[src/rtl/dkong3_objram_arb_pkg.sv]
// dkong3_objarb_pkg: shared types and widths for the object RAM arbiter
package dkong3_objarb_pkg;
    localparam int OBJ_AW = 10;
    localparam int OBJ_DW = 8;
    typedef enum logic [1:0] {GNT_NONE, GNT_VID, GNT_CPU, GNT_DMA} gnt_e;
endpackage

[src/rtl/dkong3_objram_arb_if.sv]
// dkong3_objram_arb_if: video, DMA, CPU and RAM-side signals of the object RAM arbiter
interface dkong3_objram_arb_if #(parameter int LVL_W = 3);
    import dkong3_objarb_pkg::*;
    logic              I_VID_REQ;
    logic [OBJ_AW-1:0] I_VID_A;
    logic [OBJ_DW-1:0] O_VID_D;
    logic              O_VID_ACK;
    logic              I_DMA_CE;
    logic              I_DMA_WE;
    logic [OBJ_AW-1:0] I_DMA_A;
    logic [OBJ_DW-1:0] I_DMA_D;
    logic              I_CPU_RQ_n;
    logic              I_CPU_RD_n;
    logic              I_CPU_WR_n;
    logic [OBJ_AW-1:0] I_CPU_A;
    logic [OBJ_DW-1:0] I_CPU_D;
    logic [OBJ_DW-1:0] O_CPU_D;
    logic              O_WAIT_n;
    logic              O_RAM_CE;
    logic              O_RAM_WE;
    logic [OBJ_AW-1:0] O_RAM_A;
    logic [OBJ_DW-1:0] O_RAM_D;
    logic [OBJ_DW-1:0] I_RAM_Q;
    logic [LVL_W-1:0]  O_FIFO_LVL;
    logic              O_OVF;
    modport slave (
        input  I_VID_REQ, I_VID_A, I_DMA_CE, I_DMA_WE, I_DMA_A, I_DMA_D,
               I_CPU_RQ_n, I_CPU_RD_n, I_CPU_WR_n, I_CPU_A, I_CPU_D, I_RAM_Q,
        output O_VID_D, O_VID_ACK, O_CPU_D, O_WAIT_n, O_RAM_CE, O_RAM_WE,
               O_RAM_A, O_RAM_D, O_FIFO_LVL, O_OVF
    );
    modport master (
        output I_VID_REQ, I_VID_A, I_DMA_CE, I_DMA_WE, I_DMA_A, I_DMA_D,
               I_CPU_RQ_n, I_CPU_RD_n, I_CPU_WR_n, I_CPU_A, I_CPU_D, I_RAM_Q,
        input  O_VID_D, O_VID_ACK, O_CPU_D, O_WAIT_n, O_RAM_CE, O_RAM_WE,
               O_RAM_A, O_RAM_D, O_FIFO_LVL, O_OVF
    );
endinterface

[src/rtl/dkong3_objram_arb_fifo.sv]
// dkong3_objarb_fifo: posted DMA write queue; full pushes without a pop are dropped and flagged
module dkong3_objarb_fifo #(
    parameter int DEPTH = 4,
    parameter int W = 18,
    localparam int AW = $clog2(DEPTH),
    localparam int LW = AW + 1
) (
    input  logic          clk_i,
    input  logic          rst_ni,
    input  logic          push_i,
    input  logic          pop_i,
    input  logic [W-1:0]  wdata_i,
    output logic [W-1:0]  rdata_o,
    output logic [LW-1:0] lvl_o,
    output logic          ovf_o
);
    logic [W-1:0]  mem_q [DEPTH];
    logic [AW-1:0] wp_q, wp_d, rp_q, rp_d;
    logic [LW-1:0] lvl_q, lvl_d;
    logic          ovf_q, ovf_d, full, wr, rd;
    // pointer/level update; a pop frees the slot a same-cycle push into a full queue needs
    always_comb begin
        full  = lvl_q == LW'(DEPTH);
        rd    = pop_i && lvl_q != '0;
        wr    = push_i && (!full || rd);
        wp_d  = wp_q + AW'(wr);
        rp_d  = rp_q + AW'(rd);
        lvl_d = lvl_q + LW'(wr) - LW'(rd);
        ovf_d = ovf_q || (push_i && !wr);
    end
    // control state
    always_ff @(posedge clk_i or negedge rst_ni) begin
        if (!rst_ni) begin
            wp_q  <= '0;
            rp_q  <= '0;
            lvl_q <= '0;
            ovf_q <= 1'b0;
        end else begin
            wp_q  <= wp_d;
            rp_q  <= rp_d;
            lvl_q <= lvl_d;
            ovf_q <= ovf_d;
        end
    end
    // storage needs no reset; the level guards every read
    always_ff @(posedge clk_i) begin
        if (wr) mem_q[wp_q] <= wdata_i;
    end
    assign rdata_o = mem_q[rp_q];
    assign lvl_o   = lvl_q;
    assign ovf_o   = ovf_q;
endmodule

[src/rtl/dkong3_objram_arb.sv]
// dkong3_objram_arb: one-slot-per-clock arbiter for the object RAM between video, CPU and DMA
module dkong3_objram_arb
    import dkong3_objarb_pkg::*;
#(
    parameter int FIFO_DEPTH = 4,
    parameter int HI_WM = 3,
    parameter int MAX_WAIT = 8
) (
    input logic I_CLK,
    input logic I_RESET_n,
    dkong3_objram_arb_if.slave bus
);
    localparam int LW = $clog2(FIFO_DEPTH) + 1;
    localparam int CW = $clog2(MAX_WAIT + 1);
    localparam logic [LW-1:0] HI = LW'(HI_WM);
    localparam logic [CW-1:0] MW = CW'(MAX_WAIT);
    gnt_e                     gnt, tag1_q, tag1_d, tag2_q;
    logic [CW-1:0]            wcnt_q, wcnt_d;
    logic                     served_q, served_d, cpu_active, cpu_wr, vid_ok, cpu_ok;
    logic                     ram_ce_q, ram_ce_d, ram_we_q, ram_we_d;
    logic [OBJ_AW-1:0]        ram_a_q, ram_a_d;
    logic [OBJ_DW-1:0]        ram_d_q, ram_d_d, vid_d_q, vid_d_d, cpu_d_q, cpu_d_d;
    logic [OBJ_AW+OBJ_DW-1:0] head;
    logic [LW-1:0]            lvl;
    logic                     ovf;

    dkong3_objarb_fifo #(.DEPTH(FIFO_DEPTH), .W(OBJ_AW + OBJ_DW)) u_fifo (
        .clk_i  (I_CLK),
        .rst_ni (I_RESET_n),
        .push_i (bus.I_DMA_CE & bus.I_DMA_WE),
        .pop_i  (gnt == GNT_DMA),
        .wdata_i({bus.I_DMA_A, bus.I_DMA_D}),
        .rdata_o(head),
        .lvl_o  (lvl),
        .ovf_o  (ovf)
    );

    // grant for this slot plus next state of RAM strobes, read pipeline, CPU wait tracking
    always_comb begin
        cpu_wr     = !bus.I_CPU_WR_n;
        cpu_active = !bus.I_CPU_RQ_n && (!bus.I_CPU_RD_n || cpu_wr) && !served_q;
        vid_ok     = bus.I_VID_REQ && tag1_q != GNT_VID && tag2_q != GNT_VID;
        cpu_ok     = cpu_active && tag1_q != GNT_CPU;
        gnt        = vid_ok                 ? GNT_VID :
                     cpu_ok && wcnt_q >= MW ? GNT_CPU :
                     lvl >= HI              ? GNT_DMA :
                     cpu_ok                 ? GNT_CPU :
                     lvl != '0              ? GNT_DMA : GNT_NONE;
        ram_ce_d   = gnt != GNT_NONE;
        ram_we_d   = gnt == GNT_DMA || (gnt == GNT_CPU && cpu_wr);
        ram_a_d    = gnt == GNT_VID ? bus.I_VID_A :
                     gnt == GNT_CPU ? bus.I_CPU_A :
                     gnt == GNT_DMA ? head[OBJ_AW+OBJ_DW-1:OBJ_DW] : '0;
        ram_d_d    = gnt == GNT_CPU ? bus.I_CPU_D :
                     gnt == GNT_DMA ? head[OBJ_DW-1:0] : '0;
        tag1_d     = (gnt == GNT_VID || (gnt == GNT_CPU && !cpu_wr)) ? gnt : GNT_NONE;
        vid_d_d    = tag1_q == GNT_VID ? bus.I_RAM_Q : '0;
        cpu_d_d    = tag1_q == GNT_CPU ? bus.I_RAM_Q : bus.I_CPU_RQ_n ? '0 : cpu_d_q;
        served_d   = !bus.I_CPU_RQ_n && (served_q || (gnt == GNT_CPU && cpu_wr) || tag1_q == GNT_CPU);
        wcnt_d     = gnt == GNT_CPU           ? '0 :
                     cpu_ok && wcnt_q != MW   ? wcnt_q + CW'(1) : wcnt_q;
    end

    // registered state; reset drops any read in flight so no ACK or CPU data follows
    always_ff @(posedge I_CLK or negedge I_RESET_n) begin
        if (!I_RESET_n) begin
            ram_ce_q <= 1'b0;
            ram_we_q <= 1'b0;
            ram_a_q  <= '0;
            ram_d_q  <= '0;
            tag1_q   <= GNT_NONE;
            tag2_q   <= GNT_NONE;
            vid_d_q  <= '0;
            cpu_d_q  <= '0;
            served_q <= 1'b0;
            wcnt_q   <= '0;
        end else begin
            ram_ce_q <= ram_ce_d;
            ram_we_q <= ram_we_d;
            ram_a_q  <= ram_a_d;
            ram_d_q  <= ram_d_d;
            tag1_q   <= tag1_d;
            tag2_q   <= tag1_q;
            vid_d_q  <= vid_d_d;
            cpu_d_q  <= cpu_d_d;
            served_q <= served_d;
            wcnt_q   <= wcnt_d;
        end
    end

    assign bus.O_RAM_CE   = ram_ce_q;
    assign bus.O_RAM_WE   = ram_we_q;
    assign bus.O_RAM_A    = ram_a_q;
    assign bus.O_RAM_D    = ram_d_q;
    assign bus.O_VID_D    = vid_d_q;
    assign bus.O_VID_ACK  = tag2_q == GNT_VID;
    assign bus.O_CPU_D    = cpu_d_q;
    assign bus.O_WAIT_n   = !cpu_active || !I_RESET_n;
    assign bus.O_FIFO_LVL = lvl;
    assign bus.O_OVF      = ovf;
endmodule

[src/flat_wrapper.sv]
// flat-port wrapper written by rule: the top's interface ports become plain ports
module dkong3_objram_arb_flat import dkong3_objarb_pkg::*;
#(
    parameter int FIFO_DEPTH = 4,
    parameter int HI_WM = 3,
    parameter int MAX_WAIT = 8
)
  (I_CLK, I_RESET_n, bus_I_VID_REQ, bus_I_VID_A, bus_I_DMA_CE, bus_I_DMA_WE, bus_I_DMA_A, bus_I_DMA_D, bus_I_CPU_RQ_n, bus_I_CPU_RD_n, bus_I_CPU_WR_n, bus_I_CPU_A, bus_I_CPU_D, bus_I_RAM_Q, bus_O_VID_D, bus_O_VID_ACK, bus_O_CPU_D, bus_O_WAIT_n, bus_O_RAM_CE, bus_O_RAM_WE, bus_O_RAM_A, bus_O_RAM_D, bus_O_FIFO_LVL, bus_O_OVF);
  dkong3_objram_arb_if bus_i ();
  input logic I_CLK;
  input logic I_RESET_n;
  input wire logic [$bits(bus_i.I_VID_REQ)-1:0] bus_I_VID_REQ;
  input wire logic [$bits(bus_i.I_VID_A)-1:0] bus_I_VID_A;
  input wire logic [$bits(bus_i.I_DMA_CE)-1:0] bus_I_DMA_CE;
  input wire logic [$bits(bus_i.I_DMA_WE)-1:0] bus_I_DMA_WE;
  input wire logic [$bits(bus_i.I_DMA_A)-1:0] bus_I_DMA_A;
  input wire logic [$bits(bus_i.I_DMA_D)-1:0] bus_I_DMA_D;
  input wire logic [$bits(bus_i.I_CPU_RQ_n)-1:0] bus_I_CPU_RQ_n;
  input wire logic [$bits(bus_i.I_CPU_RD_n)-1:0] bus_I_CPU_RD_n;
  input wire logic [$bits(bus_i.I_CPU_WR_n)-1:0] bus_I_CPU_WR_n;
  input wire logic [$bits(bus_i.I_CPU_A)-1:0] bus_I_CPU_A;
  input wire logic [$bits(bus_i.I_CPU_D)-1:0] bus_I_CPU_D;
  input wire logic [$bits(bus_i.I_RAM_Q)-1:0] bus_I_RAM_Q;
  output wire logic [$bits(bus_i.O_VID_D)-1:0] bus_O_VID_D;
  output wire logic [$bits(bus_i.O_VID_ACK)-1:0] bus_O_VID_ACK;
  output wire logic [$bits(bus_i.O_CPU_D)-1:0] bus_O_CPU_D;
  output wire logic [$bits(bus_i.O_WAIT_n)-1:0] bus_O_WAIT_n;
  output wire logic [$bits(bus_i.O_RAM_CE)-1:0] bus_O_RAM_CE;
  output wire logic [$bits(bus_i.O_RAM_WE)-1:0] bus_O_RAM_WE;
  output wire logic [$bits(bus_i.O_RAM_A)-1:0] bus_O_RAM_A;
  output wire logic [$bits(bus_i.O_RAM_D)-1:0] bus_O_RAM_D;
  output wire logic [$bits(bus_i.O_FIFO_LVL)-1:0] bus_O_FIFO_LVL;
  output wire logic [$bits(bus_i.O_OVF)-1:0] bus_O_OVF;
  assign bus_i.I_VID_REQ = bus_I_VID_REQ;
  assign bus_i.I_VID_A = bus_I_VID_A;
  assign bus_i.I_DMA_CE = bus_I_DMA_CE;
  assign bus_i.I_DMA_WE = bus_I_DMA_WE;
  assign bus_i.I_DMA_A = bus_I_DMA_A;
  assign bus_i.I_DMA_D = bus_I_DMA_D;
  assign bus_i.I_CPU_RQ_n = bus_I_CPU_RQ_n;
  assign bus_i.I_CPU_RD_n = bus_I_CPU_RD_n;
  assign bus_i.I_CPU_WR_n = bus_I_CPU_WR_n;
  assign bus_i.I_CPU_A = bus_I_CPU_A;
  assign bus_i.I_CPU_D = bus_I_CPU_D;
  assign bus_i.I_RAM_Q = bus_I_RAM_Q;
  assign bus_O_VID_D = bus_i.O_VID_D;
  assign bus_O_VID_ACK = bus_i.O_VID_ACK;
  assign bus_O_CPU_D = bus_i.O_CPU_D;
  assign bus_O_WAIT_n = bus_i.O_WAIT_n;
  assign bus_O_RAM_CE = bus_i.O_RAM_CE;
  assign bus_O_RAM_WE = bus_i.O_RAM_WE;
  assign bus_O_RAM_A = bus_i.O_RAM_A;
  assign bus_O_RAM_D = bus_i.O_RAM_D;
  assign bus_O_FIFO_LVL = bus_i.O_FIFO_LVL;
  assign bus_O_OVF = bus_i.O_OVF;
  dkong3_objram_arb #(.FIFO_DEPTH(FIFO_DEPTH), .HI_WM(HI_WM), .MAX_WAIT(MAX_WAIT)) u_core (.I_CLK(I_CLK), .I_RESET_n(I_RESET_n), .bus(bus_i));
endmodule
[config.mk]
export PLATFORM = sky130hd
export DESIGN_NAME = dkong3_objram_arb_flat
export DESIGN_NICKNAME = d
export VERILOG_FILES = /design/src/rtl/dkong3_objram_arb_pkg.sv /design/src/rtl/dkong3_objram_arb_if.sv /design/src/rtl/dkong3_objram_arb_fifo.sv /design/src/rtl/dkong3_objram_arb.sv /design/src/flat_wrapper.sv
export SDC_FILE = /design/constraint.sdc
export NUM_CORES = 1
export LEC_CHECK = 0
export CORE_UTILIZATION = 25
export CTS_CLUSTER_SIZE = 12
export DETAILED_ROUTE_END_ITERATION = 16
export GPL_TIMING_DRIVEN = 1
export PLACE_DENSITY = 0.45
export SYNTH_ARGS = -nofsm -noshare
export SYNTH_HDL_FRONTEND = slang
export SYNTH_SLANG_ARGS = --single-unit
export TNS_END_PERCENT = 1
[constraint.sdc]
create_clock -name I_CLK -period 7.7 [get_ports I_CLK]
set_clock_uncertainty 0.2 [all_clocks]
set_input_delay 0.77 -clock I_CLK [delete_from_list [all_inputs] [get_ports I_CLK]]
set_output_delay 0.77 -clock I_CLK [all_outputs]
set_load 0.01 [all_outputs]
==> impl_metrics.py, run 1 <==
metrics = {
    "grt": {
        "first_global_vias": 3157,
        "grt_max_degree": 55,
        "track_usage_pct": 11.9,
        "overflow": 0,
        "antenna_found_initial": 0,
        "grt_pass1_wl_mm": 17.6,
    },
    "logic_synthesis": {
        "synth.distinct_cells": 46,
        "synth.cell_area_um2": 5060,
        "syn_nets": 382,
        "syn_inst": 312,
        "synth_area_leaders": "edfxtp_1 (43%), dfrtp_1 (26%), mux4_2 (8.0%)",
        "ys_ff_latch": 125,
        "synth_largest_area_cell": "edfxtp_1",
        "synth_flop_cell": "edfxtp_1",
        "synth_edf_count": 72,
        "async_flop_share_pct": 42.4,
        "yosysTopAreaCellShare_pct": 42.8,
        "syn_avg_cell_area_um2": 16.2,
        "ys_seq_area_share_pct": 69.0,
        "synth_warnings": 0,
    },
    "setup_path": {
        "crit_path_end_kind": "flip-flop",
        "arrival_ps": 3720,
        "reg2reg_from": "u_core.tag1_q[1]$_DFF_PN0_",
        "crit_type": "primary input to flip-flop",
        "cp_max_fo": 20,
        "worstPathRequired_ps": 7790,
        "worstSetupStartpoint": "bus_I_CPU_RQ_n",
        "start_kind": "primary input",
    },
    "placed_design": {
        "port_buffers": 103,
        "place_area_um2": 6410,
        "gp_congestion": 0.755,
        "dp.final_hpwl_mm": 7.45,
    },
    "clock_tree": {
        "clkTransAtPathRegs_ps": 50,
        "cts-buffers-inserted": 17,
        "cts_sinks": 125,
        "cts-root-buf": "clkbuf_16",
        "clk_path_buf_depth": 2,
        "clock_latency_ps": 400,
        "cts_tree": "built",
        "cts_resized": 0,
        "cts_hold_buffers": 0,
        "h-tree-depth": 4,
        "post-cts-setup-buffers": 0,
    },
    "layout": {
        "register_area_um2": 3490,
        "utilization_pct": 35.6,
        "multi_input_area_um2": 1370,
        "area_growth_pct": 38.4,
        "layout_common_cells": "clkdlybuf4s50_1 (102), edfxtp_1 (72), dfrtp_1 (53)",
        "final_area_um2": 7000,
        "drive_gt1_share_pct": 18.3,
        "final_common_cell": "clkdlybuf4s50_1",
        "layout.nets": 499,
        "fillers": 1921,
        "diodes": 0,
    },
    "timing": {
        "rsz0062_at_grt": "no",
        "period_share_pct": 47.1,
        "slew_headroom_pct": 35.4,
        "clock.fmax_mhz": 276,
        "whs_ps": 242,
        "final.min_clock_period_ps": 3630,
        "setup_tns_ps": 0,
        "drv_slew": 0,
        "setup_violations": 0,
        "hold_viol": 0,
        "tightestPinTransition_ps": 969,
    },
    "die": {
        "core_um2": 19700,
        "dieArea_um2": 20800,
        "start_util_pct": 25.7,
        "io_pins": 104,
        "placementRows": 51,
        "die_w_um": 144,
        "die_h_um": 144,
    },
    "worst_hold_path": {
        "hp-start": "u_core.tag1_q[0]$_DFF_PN0_",
        "hp-class": "flip-flop to flip-flop",
    },
    "drt": {
        "routedWlPerCell_um": 15.8,
        "viasPerCell": 4.13,
        "drt-initial-drc-count": 159,
        "wirelength_mm": 11.2,
        "drt_pass1_iterations": 4,
        "ant_nets": 0,
        "drc": 0,
        "num_vias": 2923,
    },
    "pwr": {
        "ir_drop_mv": 0.123,
        "p_leak_nw": 2.65,
        "p_per_area_nw_per_um2": 351,
    },
    "flow_run": {
        "maxCapViolCount": 0,
    },
    "status": {
        "status": "complete, no violations",
    },
}
==> kinds of logic after synthesis <==
family / count (synthesis) / share of synthesized area [%]
AOI/OAI and AO/OA: 39 / 8.02
xor gates and xnor gates: 5 / 0.866
adders and majority gates: 8 / 2.13
buffers and inverters: 50 / 4.55
DFF: 125 / 69.0
muxes: 18 / 8.02
and+or+nand+nor: 67 / 7.42
==> metrics by stage <==
| step | cells | total power (W) | worst slack, ps |
|---|---|---|---|
| 5_1_grt | 707 | 0.00261 | 3860 |
| 4_1_cts | 707 | 0.00250 | 4030 |
| 3_3_place_gp | 675 | 0.00169 | 3660 |
| 6_report | 707 | 0.00246 | 4070 |
| 3_5_place_dp | 675 | 0.00170 | 3600 |
| 2_1_floorplan | 312 | 0.00140 | 3730 |
==> Yosys cell counts, types with 5 or more instances <==
| cell | count |
|---|---|
| edfxtp_1 | 72 |
| nor2_1 | 5 |
| ha_1 | 7 |
| o21ai_0 | 8 |
| nand2_1 | 22 |
| mux4_2 | 18 |
| o2bb2ai_2 | 7 |
| dfrtp_1 | 53 |
| nand2b_1 | 11 |
| and2_1 | 9 |
| inv_1 | 35 |
| o221ai_2 | 10 |
==> power by group <==
| part | internal (W) | switching [W] | total (W) |
|---|---|---|---|
| sequential | 0.000852 | 0.0000889 | 0.000941 |
| clock | 0.000523 | 0.000269 | 0.000792 |
| combinational | 0.000376 | 0.000347 | 0.000723 |
| total | 0.00175 | 0.000705 | 0.00246 |
==> sequential cells by signal (all words and copies together) (netlist names) <==
signal and count:
u_core.u_fifo.ovf_o 1, u_core.u_fifo.lvl_o 3, u_core.tag1_q 2, u_core.served_q 1, u_core.wcnt_q 4, u_core.bus.O_CPU_D 8, u_core.u_fifo.rp_q 2, u_core.bus.O_RAM_WE 1
u_core.bus.O_RAM_A 10, u_core.u_fifo.wp_q 2, u_core.bus.O_RAM_CE 1, u_core.u_fifo.mem_q 72, u_core.tag2_q 2, u_core.bus.O_RAM_D 8, u_core.bus.O_VID_D 8
==> layout make-up <==
cell class | count | area share, %
Timing Repair Buffer | 110 | 15.4
Clock inverter | 8 | 1.64
Sequential cell | 125 | 49.8
Multi-Input combinational cell | 137 | 19.6
Tap cell | 265 | 4.74
Inverter | 38 | 2.04
Clock buffer | 24 | 6.74
==> worst paths after layout <==
path                                                    end  slack [ps]  cells after the start
max                        u_core.u_fifo.lvl_o[2]$_DFF_PN0_        4070                     10
min                              u_core.tag2_q[0]$_DFF_PN0_         240                      0
max reg2reg                u_core.u_fifo.lvl_o[2]$_DFF_PN0_        4570                     10
min reg2reg                      u_core.tag2_q[0]$_DFF_PN0_         240                      0
max in group asynchronous   u_core.bus.O_RAM_A[2]$_DFF_PN0_        6510                      2
min in group asynchronous        u_core.tag2_q[1]$_DFF_PN0_         310                      2
==> layer usage <==
metal / vias up / wire length [um] / global-route usage, %
met5: - / 0 / 0
met3: 10 / 692 / 4.44
li1: 1379 / - / -
met2: 74 / 5540 / 19.4
met1: 1460 / 4820 / 14.0
met4: 0 / 154 / 4.99
==> critical path, cell delays in order <==
cell,delay [ps]
clkdlybuf4s50_1,660
a211o_1,280
nor2_4,90
o211ai_4,770
inv_2,80
ha_1,310
inv_1,30
ha_1,180
fa_1,370
xor2_1,150
(Power assumes the default switching activity.)
==> run 2, diff against run 1 <==
--- a/config.mk
+++ b/config.mk
@@ -9,7 +9,7 @@
 export CTS_CLUSTER_SIZE = 12
 export DETAILED_ROUTE_END_ITERATION = 16
 export GPL_TIMING_DRIVEN = 1
-export PLACE_DENSITY = 0.45
+export PLACE_DENSITY = 0.46
 export SYNTH_ARGS = -nofsm -noshare
 export SYNTH_HDL_FRONTEND = slang
 export SYNTH_SLANG_ARGS = --single-unit
==> constraint.sdc (replaced) <==
create_clock -name I_CLK -period 3.3 [get_ports I_CLK]
set_clock_uncertainty 0.2 [all_clocks]
set_input_delay 0.33 -clock I_CLK [delete_from_list [all_inputs] [get_ports I_CLK]]
set_output_delay 0.33 -clock I_CLK [all_outputs]
set_load 0.01 [all_outputs]
==> impl_metrics.py, run 2 (synthesis gave the netlist of run 1 again) <==
metrics = {
    "status": {
        "status": "complete, no violations",
    },
    "pwr": {
        "p_leak_nw": 2.66,
        "p_comb_share_pct": 31.2,
        "switching_share_pct": 29.7,
        "p_per_area_nw_per_um2": 803,
        "ir_drop_mv": 0.304,
        "switchingPower_w": 0.00167,
        "seqPwrFrac_pct": 38.6,
        "clkPwrFrac_pct": 30.2,
        "p_int_w": 0.00396,
    },
    "setup_path": {
        "crit_type": "flip-flop to flip-flop",
        "worstPathRequired_ps": 3390,
        "crit_path_end_kind": "flip-flop",
        "rr_worst_depth": 11,
        "rrSetupSlack_ps": 670,
        "start_kind": "flip-flop",
        "cp_max_fo": 5,
        "arrival_ps": 2720,
        "r2r_end": "u_core.u_fifo.lvl_o[2]$_DFF_PN0_",
        "reg2reg_from": "u_core.u_fifo.lvl_o[2]$_DFF_PN0_",
    },
    "worst_hold_path": {
        "hp-class": "flip-flop to flip-flop",
        "hold_depth": 0,
        "hp-start": "u_core.tag1_q[1]$_DFF_PN0_",
        "holdPathEnd": "u_core.tag2_q[1]$_DFF_PN0_",
    },
    "drt": {
        "met2WireLength_mm": 5.20,
        "top_layer": "met4",
        "routedWlPerCell_um": 16.0,
        "ant_nets": 0,
        "wl_met1_mm": 5.23,
        "drt_pass1_iterations": 4,
        "viasPerCell": 4.11,
        "drt-initial-drc-count": 153,
        "routed-wl-met3_um": 829,
        "wirelength_mm": 11.4,
        "num_vias": 2945,
        "drc": 0,
    },
    "timing": {
        "setup_violations": 0,
        "tightestPinTransition_ps": 726,
        "rsz0062_at_grt": "no",
        "whs_ps": 246,
        "slew_headroom_pct": 51.6,
        "drv_slew": 0,
        "period_share_pct": 79.6,
        "setup_tns_ps": 0,
        "hold_viol": 0,
        "clock.fmax_mhz": 381,
        "final.min_clock_period_ps": 2630,
    },
    "layout": {
        "utilization_pct": 35.7,
        "layout_common_cells": "clkdlybuf4s50_1 (102), edfxtp_1 (72), dfrtp_1 (53)",
        "drive_gt1_share_pct": 19.2,
        "fillers": 1923,
        "largest_reg_flops": 72,
        "area_growth_pct": 38.7,
        "top_register": "u_core.u_fifo.mem_q",
        "layout.nets": 506,
        "final_common_cell": "clkdlybuf4s50_1",
    },
    "die": {
        "core_um2": 19700,
        "placementRows": 51,
        "die_w_um": 144,
        "start_util_pct": 25.7,
        "io_pins": 104,
        "dieArea_um2": 20800,
        "die_h_um": 144,
    },
    "grt": {
        "first_global_vias": 3156,
        "overflow": 0,
        "grt_pass1_wl_mm": 17.6,
        "grt_max_degree": 54,
        "antenna_found_initial": 2,
        "track_usage_pct": 11.8,
    },
    "clock_tree": {
        "cts_tree": "built",
        "clk_path_buf_depth": 2,
        "clkTransAtPathRegs_ps": 50,
        "cts-root-buf": "clkbuf_16",
        "clock_latency_ps": 410,
        "post-cts-setup-buffers": 0,
        "cts_sinks": 125,
        "cts-buffers-inserted": 17,
        "cts_resized": 0,
        "h-tree-depth": 4,
    },
    "placed_design": {
        "dp.final_hpwl_mm": 7.85,
        "gp_congestion": 0.707,
        "port_buffers": 103,
    },
    "flow_run": {
        "maxCapViolCount": 0,
    },
}
[run 2: cell count changes in the layout (fill, tap and decap cells not counted), sizes merged]
cell | before | now
clkinvlp | 0 | 1
buf | 8 | 14
diode | 0 | 2
dlygate4sd3 | 0 | 1
clkbuf | 24 | 25
bufinv | 3 | 1
[run 2: stage by stage]
stage | cells | worst slack [ps] | cell area (um^2) | power, W
floorplan | 312 | -395 | 5060 | 0.00326
CTS | 714 | 667 | 7010 | 0.00575
finish | 716 | 674 | 7010 | 0.00563
detailed placement | 681 | 343 | 6460 | 0.00402
global placement | 681 | 413 | 6460 | 0.00399
global route | 714 | 520 | 7010 | 0.00597
[run 2: power by group through the flow]
stage / clock (W) / combinational, W / sequential, W
CTS: 0.00175 / 0.00181 / 0.00219
global route: 0.00181 / 0.00194 / 0.00222
global placement: 0 / 0.00180 / 0.00219
finish: 0.00170 / 0.00176 / 0.00217
floorplan: 0 / 0.00105 / 0.00222
detailed placement: 0 / 0.00181 / 0.00221
[run 2: worst max-delay path by stage]
stage / from / endpoint / slack [ps] / cells past startpoint
final: u_core.u_fifo.lvl_o[2]$_DFF_PN0_ / u_core.u_fifo.lvl_o[2]$_DFF_PN0_ / 670 / 11
after global routing: u_core.u_fifo.lvl_o[2]$_DFF_PN0_ / u_core.u_fifo.lvl_o[2]$_DFF_PN0_ / 520 / 11
after CTS: u_core.u_fifo.lvl_o[2]$_DFF_PN0_ / u_core.u_fifo.lvl_o[2]$_DFF_PN0_ / 670 / 11
after detailed placement: bus_I_CPU_WR_n / u_core.u_fifo.lvl_o[2]$_DFF_PN0_ / 340 / 10
after global placement: bus_I_CPU_WR_n / u_core.u_fifo.lvl_o[2]$_DFF_PN0_ / 410 / 10
after floorplan: u_core.u_fifo.lvl_o[2]$_DFF_PN0_ / u_core.u_fifo.mem_q[2][0]$_DFFE_PP_ / -400 / 6
[run 2: worst max-delay path, stage by stage, from the launching register on]
cell      delay, ps
dfrtp_1         420
inv_1            80
ha_1            130
nor3_1           60
o211ai_1        280
a21oi_2         100
or2_1           220
ha_1            270
inv_1            40
ha_1            190
fa_1            380
xor2_1          150
[run 2: per-layer routing]
| layer | vias up | GRT usage, % |
|---|---|---|
| li1 | 1388 | - |
| met1 | 1456 | 14.5 |
| met2 | 84 | 18.5 |
| met3 | 17 | 4.74 |
| met4 | 0 | 4.65 |
| met5 | - | 0 |
[run 2: final cells by class]
class | instances | area, um^2 | area share (%)
diodes | 2 | 5.00 | 0.0714
clock buffers | 25 | 475 | 6.78
clock inverters | 7 | 66.3 | 0.946
inverters | 38 | 143 | 2.03
multi-input cells | 137 | 1370 | 19.5
flip-flops and latches | 125 | 3490 | 49.7
well taps | 265 | 332 | 4.73
repair buffers | 117 | 1130 | 16.2
[run 2: repair_timing]
action,CTS,global route
setup endpoints to repair,0,0
hold buffers,1,0
hold endpoints to repair,53,0
